`src/rtl/cla_chunked_addsub.sv`:
```
// Multi-cycle add/subtract: one K-bit lookahead chunk per clock, registered carry between chunks.
// Optional signed saturation on overflow when ADDSUB_SAT_EN is defined.
module cla_chunked_addsub #(
  parameter int N = 16,
  parameter int K = 4
) (
  input  logic         clk,
  input  logic         rst_n,
  input  logic         in_valid,
  output logic         in_ready,
  input  logic [N-1:0] a,
  input  logic [N-1:0] b,
  input  logic         sub,
  input  logic         cin,
  output logic         out_valid,
  input  logic         out_ready,
  output logic [N-1:0] sum,
  output logic         cout,
  output logic         ovf,
  output logic         zero
);

  localparam int NC = N / K;
  localparam int IW = (NC > 1) ? $clog2(NC) : 1;

  typedef enum logic [1:0] {
    S_IDLE = 2'd0,
    S_RUN  = 2'd1,
    S_DONE = 2'd2
  } state_t;

  state_t         r_state;
  state_t         w_next;
  logic [N-1:0]   r_a;
  logic [N-1:0]   r_b;
  logic [N-1:0]   r_sum;
  logic           r_carry;
  logic           r_cout;
  logic           r_ovf;
  logic           r_zero;
  logic [IW-1:0]  r_idx;

  logic [K-1:0]   w_ak;
  logic [K-1:0]   w_bk;
  logic [K-1:0]   w_g;
  logic [K-1:0]   w_p;
  logic [K-1:0]   w_sk;
  logic [K:0]     w_c;
  logic           w_last;
  logic           w_ovf;
  logic [N-1:0]   w_fin;
  logic [N-1:0]   w_res;

  assign w_last = (r_idx == IW'(NC - 1));

  always_comb begin
    w_ak = '0;
    w_bk = '0;
    for (int c = 0; c < NC; c++) begin
      if (r_idx == IW'(c)) begin
        w_ak = r_a[c*K +: K];
        w_bk = r_b[c*K +: K];
      end
    end
  end

  // Each carry is a flat sum of generate/propagate products.
  always_comb begin : cla
    logic t;
    t   = 1'b0;
    w_g = w_ak & w_bk;
    w_p = w_ak ^ w_bk;
    w_c = '0;
    w_c[0] = r_carry;
    for (int j = 0; j < K; j++) begin
      t = r_carry;
      for (int m = 0; m <= j; m++) t = t & w_p[m];
      w_c[j+1] = t;
      for (int m = 0; m <= j; m++) begin
        t = w_g[m];
        for (int q = m + 1; q <= j; q++) t = t & w_p[q];
        w_c[j+1] = w_c[j+1] | t;
      end
    end
    w_sk = w_p ^ w_c[K-1:0];
  end

  always_comb begin
    w_fin = r_sum;
    w_fin[N-1 -: K] = w_sk;
    w_ovf = w_c[K] ^ w_c[K-1];
`ifdef ADDSUB_SAT_EN
    if (w_ovf)
      w_res = r_a[N-1] ? {1'b1, {(N-1){1'b0}}}
                       : {1'b0, {(N-1){1'b1}}};
    else
      w_res = w_fin;
`else
    w_res = w_fin;
`endif
  end

  always_comb begin
    w_next = r_state;
    case (r_state)
      S_IDLE:  if (in_valid)  w_next = S_RUN;
      S_RUN:   if (w_last)    w_next = S_DONE;
      S_DONE:  if (out_ready) w_next = S_IDLE;
      default: w_next = S_IDLE;
    endcase
  end

  always_ff @(posedge clk or negedge rst_n) begin
    if (!rst_n) r_state <= S_IDLE;
    else        r_state <= w_next;
  end

  always_ff @(posedge clk or negedge rst_n) begin
    if (!rst_n) begin
      r_a     <= '0;
      r_b     <= '0;
      r_sum   <= '0;
      r_carry <= 1'b0;
      r_cout  <= 1'b0;
      r_ovf   <= 1'b0;
      r_zero  <= 1'b0;
      r_idx   <= '0;
    end else begin
      case (r_state)
        S_IDLE: begin
          if (in_valid) begin
            r_a     <= a;
            r_b     <= sub ? ~b : b;
            r_carry <= sub | cin;
            r_idx   <= '0;
          end
        end
        S_RUN: begin
          r_carry <= w_c[K];
          if (w_last) begin
            r_sum  <= w_res;
            r_cout <= w_c[K];
            r_ovf  <= w_ovf;
            r_zero <= (w_res == '0);
          end else begin
            r_idx <= r_idx + 1'b1;
            for (int c = 0; c < NC; c++)
              if (r_idx == IW'(c)) r_sum[c*K +: K] <= w_sk;
          end
        end
        default: ;
      endcase
    end
  end

  assign in_ready  = (r_state == S_IDLE);
  assign out_valid = (r_state == S_DONE);
  assign sum       = r_sum;
  assign cout      = r_cout;
  assign ovf       = r_ovf;
  assign zero      = r_zero;

endmodule

```
`config.mk`:
```
export PLATFORM = sky130hd
export DESIGN_NAME = cla_chunked_addsub
export DESIGN_NICKNAME = d
export VERILOG_FILES = /design/src/rtl/cla_chunked_addsub.sv
export SDC_FILE = /design/constraint.sdc
export NUM_CORES = 1
export LEC_CHECK = 0
export ABC_AREA = 1
export CORE_ASPECT_RATIO = 0.9
export CORE_UTILIZATION = 55
export CTS_BUF_LIST = sky130_fd_sc_hd__clkbuf_16
export DETAILED_ROUTE_END_ITERATION = 8
export GPL_TIMING_DRIVEN = 0
export HOLD_SLACK_MARGIN = 0.02
export PLACE_DENSITY_LB_ADDON = 0.1
export SYNTH_ARGS = -nofsm -noshare
export SYNTH_HDL_FRONTEND = slang
export SYNTH_SLANG_ARGS = --single-unit
export TNS_END_PERCENT = 5
```
`constraint.sdc`:
```
create_clock -name clk -period 5.6 [get_ports clk]
set_input_delay 0.56 -clock clk [delete_from_list [all_inputs] [get_ports clk]]
set_output_delay 0.56 -clock clk [all_outputs]
set_load 0.05 [all_outputs]
```
---- After elaboration in Yosys (flattened, before gate mapping) ----
Cells that the tools add are included.
word-level totals
  register bits after elaboration ......... 56
  latch bits .............................. 0
  bits in writable memories ............... 0
  memory bits (read-only) ................. 0
  input bits .............................. 38
  output and inout port bits .............. 21
  memories ................................ 0
cells by class
  add/subtract/negate cells ............... 1
  multipliers ............................. 0
  divide/modulo/power cells ............... 0
  order comparisons ....................... 0
  eq/ne operators ......................... 9
  shift-type cells ........................ 0
  muxes and demuxes ....................... 18
  bitwise gates (word level) .............. 27
  reductions and logical operators ........ 12
operators by type and width
  kind                                           count
  two-way mux 4 bit                              8
  zero test 16 bit                               1
  two-way mux 16 bit                             1
  inverter 16 bit                                1
  AND reduction 3 bit                            5
  OR 1 bit                                       11
  AND 1 bit                                      10
  two-way mux 2 bit                              5
  XOR 4 bit                                      2
  == test 2 bit, second input constant           3
  != test 2 bit, second input constant           3
  case mux 2 bit (3 select lines)                1
  AND reduction 2 bit                            3
  AND 4 bit                                      1
  == test 2 x 1 -> 1 bit, second input constant  2
  zero test 2 bit                                2
  case mux 2 bit (2 select lines)                1
  adder 2 x 1 -> 2 bit, second input constant    1
  != test 2 x 1 -> 1 bit, second input constant  1
  case mux 1 bit (2 select lines)                1
  nonzero test 2 bit                             1
  two-way mux 1 bit                              1
  inverter 1 bit                                 1
  XOR 1 bit                                      1

---- Longest topological paths before layout ----
  depth after elaboration ................. 15
  depth in mapped cells ................... 18
  gate-level depth less buffers ........... 17

---- Worst setup path before layout ----
No wires, ideal clock.
  kind .................................... register -> register
  start point ............................. register r_idx[1]
  end point ............................... register r_sum[3], in the netlist sum[3]
  setup time .............................. 0.126 ns
  arrival ................................. 2.211 ns
  path slack .............................. 3.263 ns
  cell stages (with the launch flop) ...... 17
  path buffers ............................ 1
  period minus slack after synthesis ...... 2.337 ns
  cell sequence ........................... dfrtp_1 -> inv_1 -> ha_1 -> buf_4 -> inv_1 -> nand2_1 -> o21ai_0 -> a22oi_1 -> inv_1 -> ha_1 -> ha_1 -> nand2_1 -> nand3_1 -> nand2_1 -> nand3_1 -> nand2_1 -> o21bai_1
on the way
  longest elaborated chain between the ends .. 13
RTL lines
  item                             line     text
  start, declared                  41       logic [IW-1:0] r_idx;
  start signal, assigned           146      r_idx <= r_idx + 1'b1;
  zero test 2 bit                  60, 148
  two-way mux 4 bit (4 in series)  60       if (r_idx == IW'(c)) begin
  XOR 4 bit                        72       w_p = w_ak ^ w_bk;
  AND 1 bit (3 in series)          77       for (int m = 0; m <= j; m++) t = t & w_p[m];
  OR 1 bit (3 in series)           82       w_c[j+1] = w_c[j+1] | t;
  XOR 4 bit                        85       w_sk = w_p ^ w_c[K-1:0];
  end signal, assigned             141      r_sum <= w_res;
  end signal, assigned by index    148      if (r_idx == IW'(c)) r_sum[c*K +: K] <= w_sk;
  end, declared                    36       logic [N-1:0] r_sum;
Parallel ways exist; a longest one is shown, timed or not.
A chain may end at the register's enable or synchronous reset.

---- Worst setup path in the final report ----
  start point ............................. register r_idx[1]
  end point ............................... register r_zero, in the netlist zero
on the way
  longest elaborated chain between the ends .. 14
RTL lines
  item                             line  text
  zero test 2 bit                  60
  two-way mux 4 bit (4 in series)  60
  XOR 4 bit                        72
  AND 1 bit (3 in series)          77
  OR 1 bit (3 in series)           82
  XOR 4 bit                        85
  zero test 16 bit                 144   r_zero <= (w_res == '0);
  end signal, assigned             144
  end, declared                    40    logic r_zero;
Parallel ways exist; a longest one is shown, timed or not.

==> flow_metrics.tcl <==
set metrics [dict create \
    cpPeakStageDelay_ps 430 \
    pin_count 59 \
    grt_max_degree 31 \
    cts_setup_buffers 0 \
    yosysSeqAreaShare_pct 48.3 \
    antenna_cells 0 \
    clock_sinks 56 \
    drv_slew 0 \
    cp.arrival_ps 3160 \
    grt_use_total_pct 25.3 \
    setup_viol 0 \
    p_sw_w 0.00116 \
    drt_iter0_markers 183 \
    yosys_warnings 0 \
    synth.cell_area_sq_mm 0.00290 \
    cts_resized 0 \
    swShare_pct 47.6 \
    cts_buffers 5 \
    clkTransAtPathRegs_ps 70 \
    setup.worst_path.class "flop to flop" \
    grt_overflow_total 0 \
    slew_headroom_pct 58.6 \
    synth.area.mux_share_pct 0 \
    synth_cell_types 26 \
    yosysTopAreaCell "dfrtp_1" \
    worst-path-buf-inv 4 \
    path_depth 17 \
    ys.flop_type "dfrtp_1" \
    grt_first_pass_wirelength_um 10900 \
    cpMostUsedCell "nand2_1" \
    via_per_inst 5.13 \
    hpwl_um 4640 \
    syn_nets 404 \
    synth_top_area_share_pct 48.3 \
    cts_tree "built" \
    clkPwrFrac_pct 14.4 \
    p_int_w 0.00127 \
    synthTopCellsByCount "nand2_1, dfrtp_1, inv_1" \
    maxCapViolCount 0 \
    post_synth_fa_ha_maj_area_fraction_pct 5.43 \
    crit_path_end "zero" \
    fmax_ghz 0.342 \
    gp_congestion 0.822 \
    r2r_end "zero" \
    clock_path_buffers 2 \
    io_buffers 57 \
    fin_setup_tns_ps 0 \
    floorplan.initialDensity_pct 58.6 \
    status "finished, final reports clean" \
    fin_ws_ps 2670 \
    cts-root-buf "clkbuf_16" \
    hold_buffers 0 \
    synth_cells 354 \
    wl_per_cell_um 12.8 \
    area_delta_synth_final_pct 28.8 \
    p_seq_share_pct 28.5 \
    required_ps 5830 \
    endpoint_kind "flop" \
    drtAntennaViolNets 0 \
    r2r_cells 17 \
    critPathMaxFanout 10 \
    vias 2487 \
    crit_family "simple AND/OR/NAND/NOR gates" \
    min_period_ps 2930 \
    yosysMostFrequentCell "nand2_1" \
    min_path_type "input pin to asynchronous set/reset pin" \
    drcViolationCount 0 \
    combPwrFrac_pct 57.1 \
    antenna_found_initial 0 \
    irDropWorstVdd_v 0.000332 \
    rsz0062_at_grt "no" \
    row_count 24 \
    nNetsFinal 469 \
    cts.htree.levels 2 \
    fin_crit_sh_pct 52.3 \
    fin_util_pct 75.4 \
    ys_seq_elements 56 \
    firstDrtPassIters 4 \
    crit_chain "inv_1 > ha_1 > buf_4 > inv_1 > nand2_1 > o21ai_0 > a22oi_1 > inv_1 > ha_1 > ha_1 > nand2_1 > nand3_1 > nand2_1 > nand3_1 > nand2_1 > nand2_1 > nand2_1" \
    fp.dieH_um 70.9 \
    finalWirelength_um 6220 \
    drive_above_1_share_pct 7.38 \
    synth_compound_area_share_pct 11.9 \
    synth-async-reset-ratio_pct 100 \
    die_w_um 78.6 \
    reg2reg_from "r_idx[1]" \
    tightest_slew_ps 621 \
    placed_cell_area_sq_mm 0.00357 \
    final_hold_viol_count 0 \
    placed_cells 477 \
    yosys-top-cells-area "dfrtp_1, nand2_1, o21ai_0, ha_1, inv_1" \
    clock_latency_ps 290 \
    cp_slowest_cell "dfrtp_1" \
    synth_top_family_by_area "simple AND/OR/NAND/NOR gates" \
    powerDensity_mw_per_mm2 652 \
    syn_avg_cell_area_sq_um 8.20 \
    fin_cells 485 \
    yosys.area_share.simple_pct 21.1 \
    leakage_nw 1.84 \
    skew_ps 6.20 \
    dp_slack_ps 2800 \
    crit_path_start_kind "flop" \
    crit_start "r_idx[1]" \
    design_area_sq_mm 0.00374 \
    reg2reg_setup_slack_ps 2670 \
    core_area_sq_mm 0.00495 \
    synth_edf_count 0 \
    synthXorXnorAreaFrac_pct 5.13 \
    grt_pass1_vias 2383 \
    die_area_sq_mm 0.00557 \
]
## area by class of cell
cell class	instances	area, sq um
Clock inverter	3	42.5
Multi-Input combinational cell	246	1260
Sequential cell	56	1400
Inverter	40	150
Fill cell	366	1220
Timing Repair Buffer	58	586
Clock buffer	5	125
Buffer	12	87.6
Tap cell	65	81.3
## power groups by stage
stage,registers [W],clock network (W),logic (W)
5_1_grt,0.000716,0.000371,0.00155
4_1_cts,0.000693,0.000354,0.00139
3_3_place_gp,0.000694,0,0.00134
3_5_place_dp,0.000699,0,0.00137
2_1_floorplan,0.000873,0,0.000786
6_report,0.000695,0.000350,0.00139
## cells by family after synthesis
group / count (synthesis)
simple gates: 152
compound gates: 65
flops: 56
buf+inv: 52
xor+xnor: 17
fa+ha+maj: 12
## how the worst min path moves through the flow
stage               endpoint  depth (start not counted)  slack [ps]  startpoint
CTS                  r_b[11]                          1         290       rst_n
floorplan               cout                          0         260       rst_n
global route         r_b[11]                          1         330       rst_n
global placement      r_a[8]                          2         450      r_a[8]
detailed placement    r_a[4]                          2         460      r_a[4]
finish               r_b[11]                          1         280       rst_n
## stage by stage
stage / power [W] / hold WS [ps]
after global routing: 0.00264 / 330
final: 0.00243 / 281
after detailed placement: 0.00207 / 459
after floorplan: 0.00166 / 264
after global placement: 0.00203 / 454
after CTS: 0.00244 / 294
## state kept, by name, summed over array words and instances, names as in the netlist
| signal | flops |
|---|---|
| r_a | 16 |
| r_b | 16 |
| sum | 16 |
| r_idx | 2 |
| r_state | 2 |
| cout | 1 |
| ovf | 1 |
| r_carry | 1 |
| zero | 1 |
## layer usage
metal | wire [um] | up-vias | part of all wire, % | track usage (%)
li1 | - | 1244 | - | -
met1 | 2850 | 1174 | 46 | 34.9
met2 | 3030 | 62 | 49 | 42.1
met3 | 277 | 7 | 4.5 | 3.74
met4 | 70 | 0 | 1.1 | 6.58
met5 | 0 | - | 0 | 0
## cells in the final DEF (no fill, tap or decap)
cell type        count
nor2_2               1
ha_1                11
inv_1               35
nor2_4               2
o21bai_1             3
fa_1                 1
buf_12               1
o22ai_1              3
nand3_1              8
clkbuf_16            5
buf_6                2
o31ai_1              1
nand2_1            125
buf_4                6
dfrtp_1             56
xnor2_1              2
inv_2                5
o21a_1               1
bufinv_16            1
clkinv_2             1
clkdlybuf4s50_1     56
o21ai_0             31
nand3_2              1
clkinvlp_4           1
a21oi_1             12
nor2_1              12
nand4_1              2
a22oi_1              1
o21ai_1             13
xor2_1              15
buf_2                5
and2_1               1
(Power assumes the default switching activity.)
